===== src/rtl/mips_fetch_unit_if.sv =====
// rtl/mips_fetch_unit_if.sv - fetch unit bus: imem read port, execute redirect and decode output stream
interface mips_fetch_unit_if #(
  parameter int XLEN     = 32,
  parameter int FQ_DEPTH = 4
);
  localparam int CW = $clog2(FQ_DEPTH + 1);

  logic [XLEN-1:0] imem_addr;
  logic [XLEN-1:0] imem_rdata;
  logic            redirect_valid;
  logic [XLEN-1:0] redirect_pc;
  logic            out_valid;
  logic            out_ready;
  logic [XLEN-1:0] out_pc;
  logic [XLEN-1:0] out_instr;
  logic [CW-1:0]   fq_count;

  modport master (
    output imem_addr,
    input  imem_rdata,
    input  redirect_valid,
    input  redirect_pc,
    output out_valid,
    input  out_ready,
    output out_pc,
    output out_instr,
    output fq_count
  );

  modport slave (
    input  imem_addr,
    output imem_rdata,
    output redirect_valid,
    output redirect_pc,
    input  out_valid,
    output out_ready,
    input  out_pc,
    input  out_instr,
    input  fq_count
  );
endinterface


===== src/rtl/mips_fetch_unit.sv =====
// rtl/mips_fetch_unit.sv - PC sequencer feeding a {pc, instr} fetch queue to decode
// Optional fetch-time J/JAL predecode is enabled by defining FETCH_JUMP_PREDECODE_EN.
module mips_fetch_unit #(
  parameter int              XLEN     = 32,
  parameter int              FQ_DEPTH = 4,
  parameter logic [XLEN-1:0] RESET_PC = '0
) (
  input  logic              clk,
  input  logic              rst_n,
  input  logic              start,
  input  logic [XLEN-1:0]   start_pc,
  mips_fetch_unit_if.master bus
);
  localparam int CW = $clog2(FQ_DEPTH + 1);
  localparam int PW = $clog2(FQ_DEPTH);

  logic [XLEN-1:0] pc_q, pc_d;
  logic            running_q, running_d;
  logic [CW-1:0]   count_q, count_d;
  logic [PW-1:0]   rd_ptr_q, rd_ptr_d;
  logic [PW-1:0]   wr_ptr_q, wr_ptr_d;
  logic [XLEN-1:0] fq_pc_q    [FQ_DEPTH];
  logic [XLEN-1:0] fq_pc_d    [FQ_DEPTH];
  logic [XLEN-1:0] fq_instr_q [FQ_DEPTH];
  logic [XLEN-1:0] fq_instr_d [FQ_DEPTH];

  logic            flush;
  logic            head_valid;
  logic            pop;
  logic            push;
  logic [XLEN-1:0] pc_plus4;
  logic [XLEN-1:0] next_pc;

  always_comb begin
    flush      = start | (bus.redirect_valid & running_q);
    head_valid = (count_q != '0);
    pop        = head_valid & bus.out_ready & ~flush;
    // A full queue may still accept a push when the head leaves on the same edge
    push       = running_q & ((count_q < CW'(FQ_DEPTH)) | pop) & ~flush;
    pc_plus4   = pc_q + XLEN'(4);
    next_pc    = pc_plus4;
`ifdef FETCH_JUMP_PREDECODE_EN
    if (bus.imem_rdata[31:26] == 6'b000010 || bus.imem_rdata[31:26] == 6'b000011) begin
      next_pc = {pc_plus4[XLEN-1:28], bus.imem_rdata[25:0], 2'b00};
    end
`endif

    pc_d       = pc_q;
    running_d  = running_q;
    count_d    = count_q;
    rd_ptr_d   = rd_ptr_q;
    wr_ptr_d   = wr_ptr_q;
    fq_pc_d    = fq_pc_q;
    fq_instr_d = fq_instr_q;

    if (start) begin
      pc_d      = start_pc & ~XLEN'(3);
      running_d = 1'b1;
      count_d   = '0;
      rd_ptr_d  = '0;
      wr_ptr_d  = '0;
    end else if (flush) begin
      pc_d     = bus.redirect_pc & ~XLEN'(3);
      count_d  = '0;
      rd_ptr_d = '0;
      wr_ptr_d = '0;
    end else begin
      if (push) begin
        fq_pc_d[wr_ptr_q]    = pc_q;
        fq_instr_d[wr_ptr_q] = bus.imem_rdata;
        wr_ptr_d             = wr_ptr_q + PW'(1);
        pc_d                 = next_pc;
      end
      if (pop) begin
        rd_ptr_d = rd_ptr_q + PW'(1);
      end
      count_d = count_q + CW'(push) - CW'(pop);
    end
  end

  always_ff @(posedge clk or negedge rst_n) begin
    if (!rst_n) begin
      pc_q      <= RESET_PC;
      running_q <= 1'b0;
      count_q   <= '0;
      rd_ptr_q  <= '0;
      wr_ptr_q  <= '0;
      for (int i = 0; i < FQ_DEPTH; i++) begin
        fq_pc_q[i]    <= '0;
        fq_instr_q[i] <= '0;
      end
    end else begin
      pc_q       <= pc_d;
      running_q  <= running_d;
      count_q    <= count_d;
      rd_ptr_q   <= rd_ptr_d;
      wr_ptr_q   <= wr_ptr_d;
      fq_pc_q    <= fq_pc_d;
      fq_instr_q <= fq_instr_d;
    end
  end

  // Outputs come only from registers, so decode never sees an imem_rdata/out_ready path
  assign bus.imem_addr = pc_q;
  assign bus.out_valid = head_valid;
  assign bus.out_pc    = head_valid ? fq_pc_q[rd_ptr_q]    : '0;
  assign bus.out_instr = head_valid ? fq_instr_q[rd_ptr_q] : '0;
  assign bus.fq_count  = count_q;
endmodule


===== src/flat_wrapper.sv =====
// flat-port wrapper written by rule: the top's interface ports become plain ports
module mips_fetch_unit_flat 
#(
  parameter int              XLEN     = 32,
  parameter int              FQ_DEPTH = 4,
  parameter logic [XLEN-1:0] RESET_PC = '0
)
  (clk, rst_n, start, start_pc, bus_imem_addr, bus_imem_rdata, bus_redirect_valid, bus_redirect_pc, bus_out_valid, bus_out_ready, bus_out_pc, bus_out_instr, bus_fq_count);
  mips_fetch_unit_if #(.XLEN(XLEN), .FQ_DEPTH(FQ_DEPTH)) bus_i ();
  input  logic clk;
  input  logic rst_n;
  input  logic start;
  input  logic [XLEN-1:0] start_pc;
  output wire logic [$bits(bus_i.imem_addr)-1:0] bus_imem_addr;
  input wire logic [$bits(bus_i.imem_rdata)-1:0] bus_imem_rdata;
  input wire logic [$bits(bus_i.redirect_valid)-1:0] bus_redirect_valid;
  input wire logic [$bits(bus_i.redirect_pc)-1:0] bus_redirect_pc;
  output wire logic [$bits(bus_i.out_valid)-1:0] bus_out_valid;
  input wire logic [$bits(bus_i.out_ready)-1:0] bus_out_ready;
  output wire logic [$bits(bus_i.out_pc)-1:0] bus_out_pc;
  output wire logic [$bits(bus_i.out_instr)-1:0] bus_out_instr;
  output wire logic [$bits(bus_i.fq_count)-1:0] bus_fq_count;
  assign bus_imem_addr = bus_i.imem_addr;
  assign bus_i.imem_rdata = bus_imem_rdata;
  assign bus_i.redirect_valid = bus_redirect_valid;
  assign bus_i.redirect_pc = bus_redirect_pc;
  assign bus_out_valid = bus_i.out_valid;
  assign bus_i.out_ready = bus_out_ready;
  assign bus_out_pc = bus_i.out_pc;
  assign bus_out_instr = bus_i.out_instr;
  assign bus_fq_count = bus_i.fq_count;
  mips_fetch_unit #(.XLEN(XLEN), .FQ_DEPTH(FQ_DEPTH), .RESET_PC(RESET_PC)) u_core (.clk(clk), .rst_n(rst_n), .start(start), .start_pc(start_pc), .bus(bus_i));
endmodule

===== config.mk =====
export PLATFORM = sky130hd
export DESIGN_NAME = mips_fetch_unit_flat
export DESIGN_NICKNAME = d
export VERILOG_FILES = /design/src/rtl/mips_fetch_unit_if.sv /design/src/rtl/mips_fetch_unit.sv /design/src/flat_wrapper.sv
export SDC_FILE = /design/constraint.sdc
export NUM_CORES = 1
export LEC_CHECK = 0
export BUFFER_PORTS_ARGS = -buffer_cell sky130_fd_sc_hd__buf_4
export CORE_MARGIN = 2
export CORE_UTILIZATION = 64
export CTS_BUF_LIST = sky130_fd_sc_hd__clkbuf_4 sky130_fd_sc_hd__clkbuf_8
export CTS_CLUSTER_SIZE = 10
export DETAILED_ROUTE_END_ITERATION = 8
export GPL_ROUTABILITY_DRIVEN = 0
export PLACE_DENSITY = 0.88
export SETUP_SLACK_MARGIN = 0.4
export SKIP_LAST_GASP = 1
export SLEW_MARGIN = 15
export SYNTH_ARGS = -nofsm -noshare
export SYNTH_HDL_FRONTEND = slang
export SYNTH_SLANG_ARGS = --single-unit

===== constraint.sdc =====
create_clock -name clk -period 6.1 [get_ports clk]
set_input_delay 0.61 -clock clk [delete_from_list [all_inputs] [get_ports clk]]
set_output_delay 0.61 -clock clk [all_outputs]
set_load 0.05 [all_outputs]

==> impl_metrics.toml <==
[global_routing]
grt_pass1_wl_mm = 50.9
gr-usage-all-layers_pct = 29.2
grt_remaining_overflow = 0
grt_max_degree = 132
first_global_vias = 9535
antenna_found_initial = 0

[cells_and_area]
antenna_cells = 0
seq_area_um2 = 7160
drive_gt1_share_pct = 48.0
nets = 1287
filler_cell_count = 1287
area.growth.synth_to_final_pct = 17.4
multi_input_area_um2 = 6190

[setup_path]
max_stage_delay_ns = 0.82
regToRegSetupSlack_ns = 2.18
crit_slowest_cell = "nor2_1"
reg2reg_to = "u_core.fq_pc_q[11]"
critPathArrivalTime_ns = 4.36
critPathMaxFanout = 62
crit_buf_inv = 1
crit_family = "simple AND/OR/NAND/NOR gates"
start_kind = "flip-flop"
cp.required_ns = 6.54
r2r_cells = 6
critical_path_class = "reg -> reg"
worstPathCellList = "and2_1, nor2_1, nand2_1, inv_2, nand2_4, mux2_1"
r2r_start = "u_core.running_q"
crit_path_end_kind = "flip-flop"

[timing]
min_period_ns = 3.92
slew_headroom_pct = 20.2
layout_setup_ws_ns = 2.18
setup_viol = 0
max_freq_mhz = 255
fin_tns_setup_ns = 0
final_max_slew_viol_count = 0
tightest_slew_ns = 1.20
fin_worst_skew_ns = 0.0174
rsz0062_at_grt = "no"
period_share_pct = 64.2
hold_viol_final = 0

[detailed_routing]
num_vias = 9307
routedWlPerCell_um = 21.9
routed_wl_mm = 32.5
drc = 0
drtIter0Drc = 593
postRouteAntennaNets = 0
drt_first_pass_iters = 5
routed_via_density = 6.28

[clock_tree]
hold_buffers = 0
cts_buffer_depth = 3
numCtsBuffers = 46
insertion_delay_ns = 0.57
cts-root-buf = "clkbuf_8"
clk_pin_slew_ns = 0.06
ctsHtreeMaxLevel = 2
cts_resized = 0
cts_setup_buffers = 0
cts_tree = "yes"
clock-sinks = 286

[yosys]
ys_ff_latch = 286
ys_types = 56
syn_area_um2 = 13800
syn_area_per_cell_um2 = 13.5
synth_async_sr_flop_share_pct = 100
synth_ff_type = "dfrtp_1"
yosysWarnings = 0
synth_edf_count = 0
synthCells = 1017
ys_seq_area_share_pct = 52.0

[outcome]
status = "completed"

[hold_path]
min_path_type = "in -> async"

[power]
swShare_pct = 27.6
vdd_drop_max_v = 0.000171
p_clk_share_pct = 32.4
power.total_mw = 5.10
power_frac_seq_pct = 48.9
power.switching_mw = 1.41
intPower_mw = 3.69
powerDensity_nw_per_um2 = 315
leakage_nw = 7.48
combinationalPowerShare_pct = 18.7

[floorplanning]
io_pins = 201
die-area_um2 = 22700
dieHeight_um = 151
rows = 53
core_um2 = 21100
die_w_um = 151
start_util_pct = 65.3

[run]
drv_cap = 0

[place]
place_hpwl_mm = 19.7
numPortBuffers = 192
pre_cts_slack_ns = 2.10
[power groups by stage]
stage	Sequential, mW	Clock [mW]	Combinational [mW]
global route	2.53	1.76	1.02
global placement	2.48	0	0.917
floorplan	2.48	0	0.657
CTS	2.49	1.68	0.961
finish	2.49	1.65	0.953
detailed placement	2.51	0	0.955
[worst reg2reg max path, stage by stage, from the launching register on]
cell     delay, ns
dfrtp_1       0.55
and2_1        0.50
nor2_1        0.82
nand2_1       0.40
inv_2         0.33
nand2_4       0.59
mux2_1        0.61
[flip-flops by register name (all words and copies together), names as in the netlist]
register and cells:
u_core.bus.imem_addr 30, u_core.wr_ptr_q 2, u_core.rd_ptr_q 2, u_core.running_q 1, u_core.bus.fq_count 3, u_core.fq_pc_q 120, u_core.fq_instr_q 128
[worst max path at each step]
stage	startpoint	endpoint	slack [ns]	depth (start not counted)
finish	u_core.running_q	u_core.fq_pc_q[11]	2.18	6
global route	u_core.running_q	u_core.fq_pc_q[23]	2.04	6
CTS	u_core.running_q	u_core.fq_pc_q[23]	2.27	6
detailed placement	bus_redirect_valid	u_core.fq_pc_q[24]	2.10	7
global placement	bus_redirect_valid	u_core.fq_pc_q[38]	2.12	7
floorplan	start	u_core.bus.fq_count[2]	3.23	14
[layer usage]
| layer | track usage, % | up-vias | part of all wire, % |
|---|---|---|---|
| li1 | - | 4039 | - |
| met1 | 39.8 | 4794 | 41 |
| met2 | 47.5 | 405 | 49 |
| met3 | 5.45 | 69 | 7.4 |
| met4 | 10.5 | 0 | 2.6 |
| met5 | 0 | - | 0 |
[cells in the mapped netlist (all sizes together) (2+ instances only)]
| library cell | instances | share of area, % |
|---|---|---|
| dfrtp | 286 | 52 |
| mux2 | 248 | 20 |
| and2 | 65 | 3.0 |
| mux4 | 62 | 10 |
| buf | 44 | 1.7 |
| clkbuf | 44 | 1.2 |
| nand2 | 40 | 1.2 |
| o21ai | 23 | 0.84 |
| a21oi | 22 | 0.80 |
| nand3 | 18 | 0.65 |
| nor2 | 18 | 0.49 |
| nor3 | 16 | 0.58 |
| inv | 14 | 0.38 |
| and3 | 13 | 0.59 |
| or3 | 9 | 0.41 |
| xnor2 | 9 | 0.57 |
| ha | 7 | 0.64 |
| a221oi | 6 | 0.38 |
| a31oi | 6 | 0.27 |
| nor4 | 6 | 0.36 |
| o31ai | 6 | 0.33 |
| a311oi | 5 | 0.32 |
| and4 | 4 | 0.25 |
| nand4 | 4 | 0.18 |
| or2 | 4 | 0.20 |
| a211oi | 3 | 0.16 |
| a32o | 3 | 0.22 |
| xor2 | 3 | 0.19 |
| a21o | 2 | 0.11 |
| a2bb2oi | 2 | 0.13 |
| mux2i | 2 | 0.15 |
| nor2b | 2 | 0.091 |
| nor3b | 2 | 0.11 |
| o21a | 2 | 0.11 |
| o221ai | 2 | 0.13 |
| o22ai | 2 | 0.091 |
| o311ai | 2 | 0.13 |
[cell type report]
type,count,area share (%)
sequential,286,44.3
multi-input combinational,632,38.3
timing repair buffer,198,9.24
clock buffer,73,5.48
tap,275,2.13
inverter,14,0.325
clock inverter,5,0.201
[layout by cell type (no fill, tap or decap), types with 6 or more instances in the layout]
master,count
and2_1,65
inv_1,13
a21oi_1,22
o31ai_1,6
buf_4,197
nand2_1,36
clkbuf_4,19
clkbuf_8,54
mux2_2,228
a221oi_1,6
dfrtp_1,284
mux4_2,62
ha_1,7
o21ai_0,23
nor2_1,18
nor3_1,16
mux2_1,20
nand3_1,18
a31oi_1,6
xnor2_1,9
and3_1,13
or3_1,8
[logic make-up after synthesis]
| family | after synthesis | synth area share [%] |
|---|---|---|
| other cells | 1 | 0.0272 |
| fa+ha+maj | 8 | 0.782 |
| flops | 286 | 52.0 |
| simple gates | 203 | 8.16 |
| mux | 312 | 30.6 |
| xor+xnor | 12 | 0.763 |
| buf+inv | 102 | 3.26 |
| compound gates | 93 | 4.45 |
[per-stage QoR]
stage,hold slack [ns],utilization [%],std cells,area (µm²)
2_1_floorplan,0.314,-,1020,13800
3_3_place_gp,0.468,72.3,1405,15200
3_5_place_dp,0.477,72.3,1405,15200
4_1_cts,0.177,76.7,1483,16200
5_1_grt,0.196,76.7,1483,16200
6_report,0.0959,76.7,1483,16200
(Power assumes the default switching activity.)
